==> src/rtl/qsub_serial.sv <==
// Bit-serial sign-magnitude subtractor: c = a - b, one magnitude bit per clock.
// A borrow out of the magnitude pass triggers a serial two's-complement pass.
module qsub_serial #(
    parameter int Q = 15,
    parameter int N = 32
) (
    input  logic         clk,
    input  logic         rst_n,
    input  logic         start,
    input  logic [N-1:0] a,
    input  logic [N-1:0] b,
    output logic         busy,
    output logic         done,
    output logic [N-1:0] c,
    output logic         ovr
);
    localparam int M  = N - 1;
    localparam int CW = $clog2(N);
    localparam logic [CW-1:0] LAST = CW'(N - 2);

    // Q only names the binary point; reject values that cannot fit the word
    if (Q < 0 || Q > N - 1) begin : g_q_range
        $error("qsub_serial: Q out of range");
    end

    typedef enum logic [1:0] {
        IDLE = 2'd0,
        SUB  = 2'd1,
        NEG  = 2'd2,
        FIN  = 2'd3
    } state_t;

    state_t          state_q, state_d;
    logic [M-1:0]    a_q, a_d, b_q, b_d, res_q, res_d;
    logic [CW-1:0]   cnt_q, cnt_d;
    logic            sa_q, sa_d, sb_q, sb_d;
    logic            carry_q, carry_d, sign_q, sign_d, ovr_p_q, ovr_p_d;
    logic            busy_q, busy_d, done_q, done_d, ovr_q, ovr_d;
    logic [N-1:0]    c_q, c_d;
    logic            sub_s, bit_s, cout_s, inv_s, fsign_s;

    // One-bit full adder / full subtractor on the current LSBs
    always_comb begin
        sub_s  = sa_q ^ sb_q;
        bit_s  = a_q[0] ^ b_q[0] ^ carry_q;
        if (sub_s) begin
            cout_s = (~a_q[0] & b_q[0]) | (~(a_q[0] ^ b_q[0]) & carry_q);
        end else begin
            cout_s = (a_q[0] & b_q[0]) | (carry_q & (a_q[0] ^ b_q[0]));
        end
        inv_s   = ~res_q[0];
        // A subtraction that cancels exactly must yield +0, never -0
        if (sub_s && (res_q == {M{1'b0}})) begin
            fsign_s = 1'b0;
        end else begin
            fsign_s = sign_q;
        end
    end

    // Next-state and datapath
    always_comb begin
        state_d = state_q;
        a_d     = a_q;
        b_d     = b_q;
        res_d   = res_q;
        cnt_d   = cnt_q;
        sa_d    = sa_q;
        sb_d    = sb_q;
        carry_d = carry_q;
        sign_d  = sign_q;
        ovr_p_d = ovr_p_q;
        busy_d  = busy_q;
        done_d  = 1'b0;
        c_d     = c_q;
        ovr_d   = ovr_q;
        case (state_q)
            IDLE: begin
                if (start) begin
                    state_d = SUB;
                    a_d     = a[M-1:0];
                    b_d     = b[M-1:0];
                    sa_d    = a[N-1];
                    sb_d    = ~b[N-1];
                    carry_d = 1'b0;
                    cnt_d   = {CW{1'b0}};
                    res_d   = {M{1'b0}};
                    busy_d  = 1'b1;
                end else begin
                    state_d = IDLE;
                end
            end
            SUB: begin
                res_d   = {bit_s, res_q[M-1:1]};
                a_d     = a_q >> 1;
                b_d     = b_q >> 1;
                carry_d = cout_s;
                cnt_d   = cnt_q + CW'(1);
                if (cnt_q == LAST) begin
                    cnt_d = {CW{1'b0}};
                    if (sub_s && cout_s) begin
                        state_d = NEG;
                        carry_d = 1'b1;
                        sign_d  = ~sa_q;
                        ovr_p_d = 1'b0;
                    end else begin
                        state_d = FIN;
                        sign_d  = sa_q;
                        ovr_p_d = sub_s ? 1'b0 : cout_s;
                    end
                end else begin
                    state_d = SUB;
                end
            end
            NEG: begin
                res_d   = {inv_s ^ carry_q, res_q[M-1:1]};
                carry_d = inv_s & carry_q;
                cnt_d   = cnt_q + CW'(1);
                if (cnt_q == LAST) begin
                    cnt_d   = {CW{1'b0}};
                    state_d = FIN;
                end else begin
                    state_d = NEG;
                end
            end
            FIN: begin
                c_d     = {fsign_s, res_q};
                ovr_d   = ovr_p_q;
                done_d  = 1'b1;
                busy_d  = 1'b0;
                state_d = IDLE;
            end
            default: begin
                state_d = IDLE;
                busy_d  = 1'b0;
            end
        endcase
    end

    // State and output registers
    always_ff @(posedge clk or negedge rst_n) begin
        if (!rst_n) begin
            state_q <= IDLE;
            a_q     <= {M{1'b0}};
            b_q     <= {M{1'b0}};
            res_q   <= {M{1'b0}};
            cnt_q   <= {CW{1'b0}};
            sa_q    <= 1'b0;
            sb_q    <= 1'b0;
            carry_q <= 1'b0;
            sign_q  <= 1'b0;
            ovr_p_q <= 1'b0;
            busy_q  <= 1'b0;
            done_q  <= 1'b0;
            c_q     <= {N{1'b0}};
            ovr_q   <= 1'b0;
        end else begin
            state_q <= state_d;
            a_q     <= a_d;
            b_q     <= b_d;
            res_q   <= res_d;
            cnt_q   <= cnt_d;
            sa_q    <= sa_d;
            sb_q    <= sb_d;
            carry_q <= carry_d;
            sign_q  <= sign_d;
            ovr_p_q <= ovr_p_d;
            busy_q  <= busy_d;
            done_q  <= done_d;
            c_q     <= c_d;
            ovr_q   <= ovr_d;
        end
    end

    assign busy = busy_q;
    assign done = done_q;
    assign c    = c_q;
    assign ovr  = ovr_q;
endmodule
==> config.mk <==
export PLATFORM = sky130hd
export DESIGN_NAME = qsub_serial
export DESIGN_NICKNAME = d
export VERILOG_FILES = /design/src/rtl/qsub_serial.sv
export SDC_FILE = /design/constraint.sdc
export NUM_CORES = 1
export LEC_CHECK = 0
export CORE_MARGIN = 2
export CORE_UTILIZATION = 53
export DETAILED_ROUTE_END_ITERATION = 10
export MAX_ROUTING_LAYER = met4
export PLACE_DENSITY_LB_ADDON = 0.05
export SYNTH_ARGS = -nofsm -noshare
export SYNTH_HDL_FRONTEND = slang
export SYNTH_SLANG_ARGS = --single-unit
==> constraint.sdc <==
create_clock -name clk -period 1.7 [get_ports clk]
set_input_delay 0.17 -clock clk [delete_from_list [all_inputs] [get_ports clk]]
set_output_delay 0.17 -clock clk [all_outputs]
set_load 0.05 [all_outputs]
==> impl_metrics.yaml, run 1 <==
grt:
  largest_net_degree_at_the_start_of_global_routing: 57
  gr-total-overflow: 0
  first_pass_grt_wire_length_mm: 22.3
  grt_util_all_layers_pct: 22.9
  first_global_vias: 4532
  antenna_found_initial: 0
routing:
  detail_route.iter0.violations: 215
  via_count: 4495
  route.antenna.remaining_nets: 0
  totalWireLength_mm: 13.3
  drt_drc_violations_left: 0
  drt-vias-per-instance: 5.31
  first_pass_iters: 4
  drt-wirelength-per-cell_um: 15.7
clock_network:
  inserted_clock_buffers: 17
  ctsLongestPathBuffers: 2
  clock_tree.htree_level_count: 4
  clock_tree_from_tritoncts: "done"
  cts-root-buf: "clkbuf_16"
  clkLatencyLatePin_ns: 0.42
  clkTransAtPathRegs_ns: 0.06
  cts.sinks: 140
sta:
  worst_clock_skew_ns: 0.00621
  holdWs_ns: 0.163
  min_period_ns: 1.61
  report.final.setup_viol: 0
  finalHoldViolCount: 0
  fmax_ghz: 0.621
  min_period_over_period_pct: 94.7
  slew_viol_final: 0
  rsz0062_at_grt: "yes"
  max_slew_margin_pct: 66.6
  worst_slew_pin_slew_ns: 0.503
yosys:
  synth.ff_latch_count: 140
  synth_enable_flop_cells: 0
  synth.most_common_cell: "dfrtp_1"
  yosysSeqAreaShare_pct: 56.2
  synth_fp_nets: 648
  post_synth_instance_area_um2: 6240
  synth.area.top_cells: "dfrtp_1 (56%), mux2i_1 (10%), nand2_1 (8.3%)"
  async_flop_share_pct: 100
  synth_commonest_cells: "dfrtp_1 (140), nand2_1 (138), mux2i_1 (64)"
  synth_cells: 573
  yosys_warnings: 0
  ys_dominant_reg_cell: "dfrtp_1"
  post-synth-top-area-fraction_pct: 56.2
  synthDistinctLibCells: 32
  synth.avg_cell_area_um2: 10.9
  synth_largest_area_cell: "dfrtp_1"
power:
  p_sw_mw: 4.30
  power.ir.vdd_worst_v: 0.000999
  power_frac_clock_pct: 29.5
  switching_share_pct: 33.2
  seq_power_share_pct: 36.4
  p_leak_nw: 3.85
  power.density_nw_per_um2: 1580
  power.internal_mw: 8.65
  comb_power_share_pct: 34.1
critical_path:
  crit_arrival_ns: 1.91
  critPathCaptureType: "flop"
  cp-start-kind: "flop"
  critical_path.max_fanout: 22
  worstPathRequired_ns: 2.00
  crit_type: "reg2reg"
layout:
  cell_area_after_layout_um2: 8190
  area_delta_synth_final_pct: 31.4
  layout.filler_cells: 853
  drive_gt1_share_pct: 18.6
  finish.net_count: 766
  final_util_pct: 71.5
  antennaDiodeCount: 0
floorplan:
  rows: 39
  floorplan.die.width_um: 112
  boundaryPins: 102
  initial_util_pct: 54.4
  die_height_um: 112
  placeableCoreArea_um2: 11500
  design.die.area_um2: 12600
place:
  io_buffer_count: 101
  placement_cell_area_um2: 7490
  dp_hpwl_mm: 8.71
  gp_congestion: 0.776
min_path:
  hold_path_class: "in2async"
outcome:
  result_of_the_run: "finished clean"
job:
  timing.max_cap.violations: 0
-- metal layers --
layer / share of wire, % / track usage (%) / vias to the layer above / wire length [um]
met2: 47 / 35.0 / 88 / 6310
met3: 3.6 / 5.51 / 22 / 479
met5: 0 / - / - / 0
met4: 2.3 / 8.54 / 0 / 300
li1: - / - / 2218 / -
met1: 47 / 30.2 / 2167 / 6220
-- cell type report --
cell class | count | area [um2] | area share [%]
clock buffers | 17 | 425 | 5.19
clock inverters | 15 | 185 | 2.26
inverters | 5 | 18.8 | 0.229
multi-input cells | 391 | 2480 | 30.2
flip-flops and latches | 140 | 3500 | 42.8
well taps | 143 | 179 | 2.18
repair buffers | 136 | 1400 | 17.1
-- power by group through the flow --
stage | Clock [mW] | Sequential [mW] | Combinational, mW
after floorplan | 0 | 4.62 | 3.06
after CTS | 3.88 | 4.71 | 4.23
after global placement | 0 | 4.70 | 4.04
after detailed placement | 0 | 4.76 | 4.21
final | 3.82 | 4.72 | 4.41
after global routing | 4.04 | 4.83 | 4.94
-- registers in the layout, summed over array words and instances (netlist names), named ones only --
name / cells
done: 1
a_q: 31
sign_q: 1
b_q: 31
c: 32
sa_q: 1
state_q: 1
res_q: 31
busy: 1
carry_q: 1
sb_q: 1
cnt_q: 5
ovr: 1
ovr_p_q: 1
-- what timing repair did --
action / 4_1_cts / 5_1_grt
gates cloned: 0 / 2
endpoints found under the setup margin: 14 / 79
buffers inserted: 0 / 3
hold buffers: 1 / 0
hold endpoints to repair: 140 / 0
gates resized for setup: 14 / 4
pin swaps: 0 / 1
-- cell usage in the layout, fill, tap and decap left out, types with 3 or more instances in the layout --
master / instances
a21oi_1: 7
buf_12: 13
buf_4: 41
bufinv_16: 3
clkbuf_16: 19
clkdlybuf4s50_1: 65
clkinv_4: 3
dfrtp_1: 140
dlygate4sd2_1: 13
ha_1: 6
inv_1: 5
inv_6: 5
mux2_2: 34
mux2i_1: 62
nand2_1: 138
nand3_1: 4
nor4_1: 7
o21ai_0: 56
o21ai_1: 48
o31ai_1: 3
-- per-stage QoR --
step | TNS (ns) | power (mW) | setup WS, ns | cells
2_1_floorplan | 0 | 7.69 | 0.212 | 573
3_3_place_gp | 0 | 8.75 | 0.0948 | 809
3_5_place_dp | 0 | 8.97 | 0.0126 | 809
4_1_cts | 0 | 12.8 | 0.0117 | 842
5_1_grt | -0.133 | 13.8 | -0.0543 | 847
6_report | 0 | 13.0 | 0.0896 | 847
-- critical path: stages (launching register included) --
cell,delay (ns)
dfrtp_1,0.38
buf_4,0.16
ha_1,0.26
nand2b_2,0.29
buf_12,0.19
a21oi_1,0.14
o31ai_1,0.08
-- cell families (layout without fill, tap and decap cells) --
logic type               count (synthesis)  after routing  share of synthesized area [%]
AO/OA/AOI/OAI                          119            119                           9.87
XOR/XNOR                                 2              2                          0.281
adder cells (fa/ha/maj)                  8              8                           1.61
buffers and inverters                   42            173                           4.72
flip-flops                             140            140                           56.2
multiplexers                            98             98                           16.4
AND/OR/NAND/NOR                        164            164                           10.9
-- final timing paths --
check / start / endpoint / depth (start not counted) / slack [ns]
max: state_q[0]$_DFF_PN0_ / carry_q$_DFFE_PN0P_ / 6 / 0.09
max reg2reg: state_q[0]$_DFF_PN0_ / carry_q$_DFFE_PN0P_ / 6 / 0.09
min reg2reg: b_q[18]$_DFFE_PN0P_ / b_q[18]$_DFFE_PN0P_ / 2 / 0.48
min in group clk: b[31] / sb_q$_DFFE_PN0P_ / 2 / 0.34
max in group asynchronous: rst_n / a_q[14]$_DFFE_PN0P_ / 3 / 0.96
min: rst_n / b_q[13]$_DFFE_PN0P_ / 2 / 0.16
Note: power is estimated with default switching activity, not from simulation.
==> run 2, diff against run 1 <==
Settings changed: CORE_UTILIZATION 53 to 40.
Clock period 1.7 ns to 1.85 ns, I/O delays scaled along.
==> run 2 against run 1 <==
Compared with the run above:
- critical path depth decreased by 5
- sequential power decreased by 8.5%
- first-iteration DRC count increased by 14%
- cell area decreased by 0.86%
- wire length decreased by 5.0%
- setup slack got worse by 0.023 ns
- clock-buffer cell count increased by 5
- total power decreased by 11%
==> impl_metrics.yaml, run 2 (synthesis results as in run 1) <==
sta:
  slew_viol_final: 0
  min_period_ns: 1.78
  rsz0062_at_grt: "no"
  min_period_over_period_pct: 96.4
  worst_slew_pin_slew_ns: 0.622
  worst_clock_skew_ns: 0.00471
  finalHoldViolCount: 0
  fin_setup_tns_ns: 0
  max_slew_margin_pct: 58.2
  setup_slack_ns: 0.0662
  report.final.setup_viol: 0
  fmax_ghz: 0.561
  holdWs_ns: 0.212
routing:
  totalWireLength_mm: 12.7
  detail_route.iter0.violations: 246
  drt-vias-per-instance: 4.98
  drt-wirelength-per-cell_um: 14.4
  via_count: 4365
  drt_drc_violations_left: 0
  first_pass_iters: 4
  route.antenna.remaining_nets: 0
critical_path:
  crit_arrival_ns: 1.60
  crit_cells: 1
  critical_path.max_fanout: 2
  path_cells: "clkdlybuf4s50_1"
  critical_path.top_delay_family: "buffers and inverters"
  cp_num_buf_inv: 1
  r2r_cells: 6
  crit_type: "reg2out"
  critPathCaptureType: "output pin"
  worstPathRequired_ns: 1.66
  slowest_delay_ns: 0.82
  cp-start-kind: "flop"
  critical-path-slowest-cell: "clkdlybuf4s50_1"
layout:
  most-common-layout-cells: "dfrtp_1 (140), nand2_1 (138), clkdlybuf4s50_1 (99)"
  antennaDiodeCount: 0
  flip_flop_count_of_the_largest_register_after_layout: 32
  multi_input_comb_area_um2: 2470
  regArea_um2: 3500
  layout_commonest_cell: "dfrtp_1"
  finish.net_count: 751
  area_delta_synth_final_pct: 30.3
  final_util_pct: 53.4
  drive_gt1_share_pct: 12.9
  layout.filler_cells: 1364
floorplan:
  initial_util_pct: 41.0
  boundaryPins: 102
  placeableCoreArea_um2: 15200
  floorplan.die.width_um: 129
  design.die.area_um2: 16600
  die_height_um: 129
  rows: 45
place:
  io_buffer_count: 101
  dp_hpwl_mm: 8.50
  gp_congestion: 0.758
  place_ws_ns: 0.119
grt:
  antenna_found_initial: 0
  gr-total-overflow: 0
  first_pass_grt_wire_length_mm: 21.6
  largest_net_degree_at_the_start_of_global_routing: 67
  grt_util_all_layers_pct: 17.2
  first_global_vias: 4351
clock_network:
  inserted_clock_buffers: 17
  clock_tree_from_tritoncts: "done"
  clkTransAtPathRegs_ns: 0.06
  ctsLongestPathBuffers: 2
  clkLatencyLatePin_ns: 0.41
  cts-root-buf: "clkbuf_16"
  cts.sinks: 140
  clock_tree.htree_level_count: 4
power:
  power.density_nw_per_um2: 1410
  power.ir.vdd_worst_v: 0.000749
  p_leak_nw: 3.67
outcome:
  result_of_the_run: "finished clean"
min_path:
  hold_path_class: "in2async"
job:
  timing.max_cap.violations: 0
run 2: per-layer routing:
metal | vias up | global-route usage, % | share of wire, %
met3 | 16 | 4.45 | 4.3
li1 | 2185 | - | -
met4 | 0 | 6.52 | 1.4
met1 | 2073 | 22.8 | 48
met5 | - | - | 0
met2 | 91 | 25.4 | 46
run 2: report_power, final:
group / total (mW) / switching, mW / leakage [nW] / internal, mW
clock network: 3.67 / 1.27 / 0.308 / 2.40
logic: 3.51 / 1.92 / 1.56 / 1.59
registers: 4.32 / 0.465 / 1.80 / 3.85
total: 11.5 / 3.65 / 3.67 / 7.84
run 2: layout make-up:
type                            count  area share, %
Clock buffer                       22           5.96
Clock inverter                     10           1.99
Inverter                            5          0.231
Multi-Input combinational cell    391           30.4
Sequential cell                   140           43.1
Tap cell                          188           2.90
Timing Repair Buffer              121           15.4
run 2: path summary, 6_finish.rpt:
kind | from | slack [ns] | end
max | c[27]$_DFFE_PN0P_ | 0.07 | c[27]
min | rst_n | 0.21 | b_q[16]$_DFFE_PN0P_
max reg2reg | state_q[0]$_DFF_PN0_ | 0.11 | c[31]$_DFFE_PN0P_
min reg2reg | b_q[17]$_DFFE_PN0P_ | 0.48 | b_q[17]$_DFFE_PN0P_
max in group asynchronous | rst_n | 0.97 | c[28]$_DFFE_PN0P_
min in group clk | b[31] | 0.36 | sb_q$_DFFE_PN0P_
run 2: through the flow:
| step | cell area, um2 | total power [mW] | instances |
|---|---|---|---|
| 2_1_floorplan | 6240 | 7.06 | 573 |
| 3_3_place_gp | 7470 | 7.80 | 844 |
| 3_5_place_dp | 7470 | 7.93 | 844 |
| 4_1_cts | 8120 | 11.7 | 877 |
| 5_1_grt | 8120 | 12.3 | 877 |
| 6_report | 8120 | 11.5 | 877 |
run 2: timing repair:
item | 4_1_cts | 5_1_grt
resized for setup | 0 | 1
buffers inserted | 0 | 0
hold endpoints to repair | 74 | 0
endpoints found under the setup margin | 0 | 1
hold buffers | 1 | 0
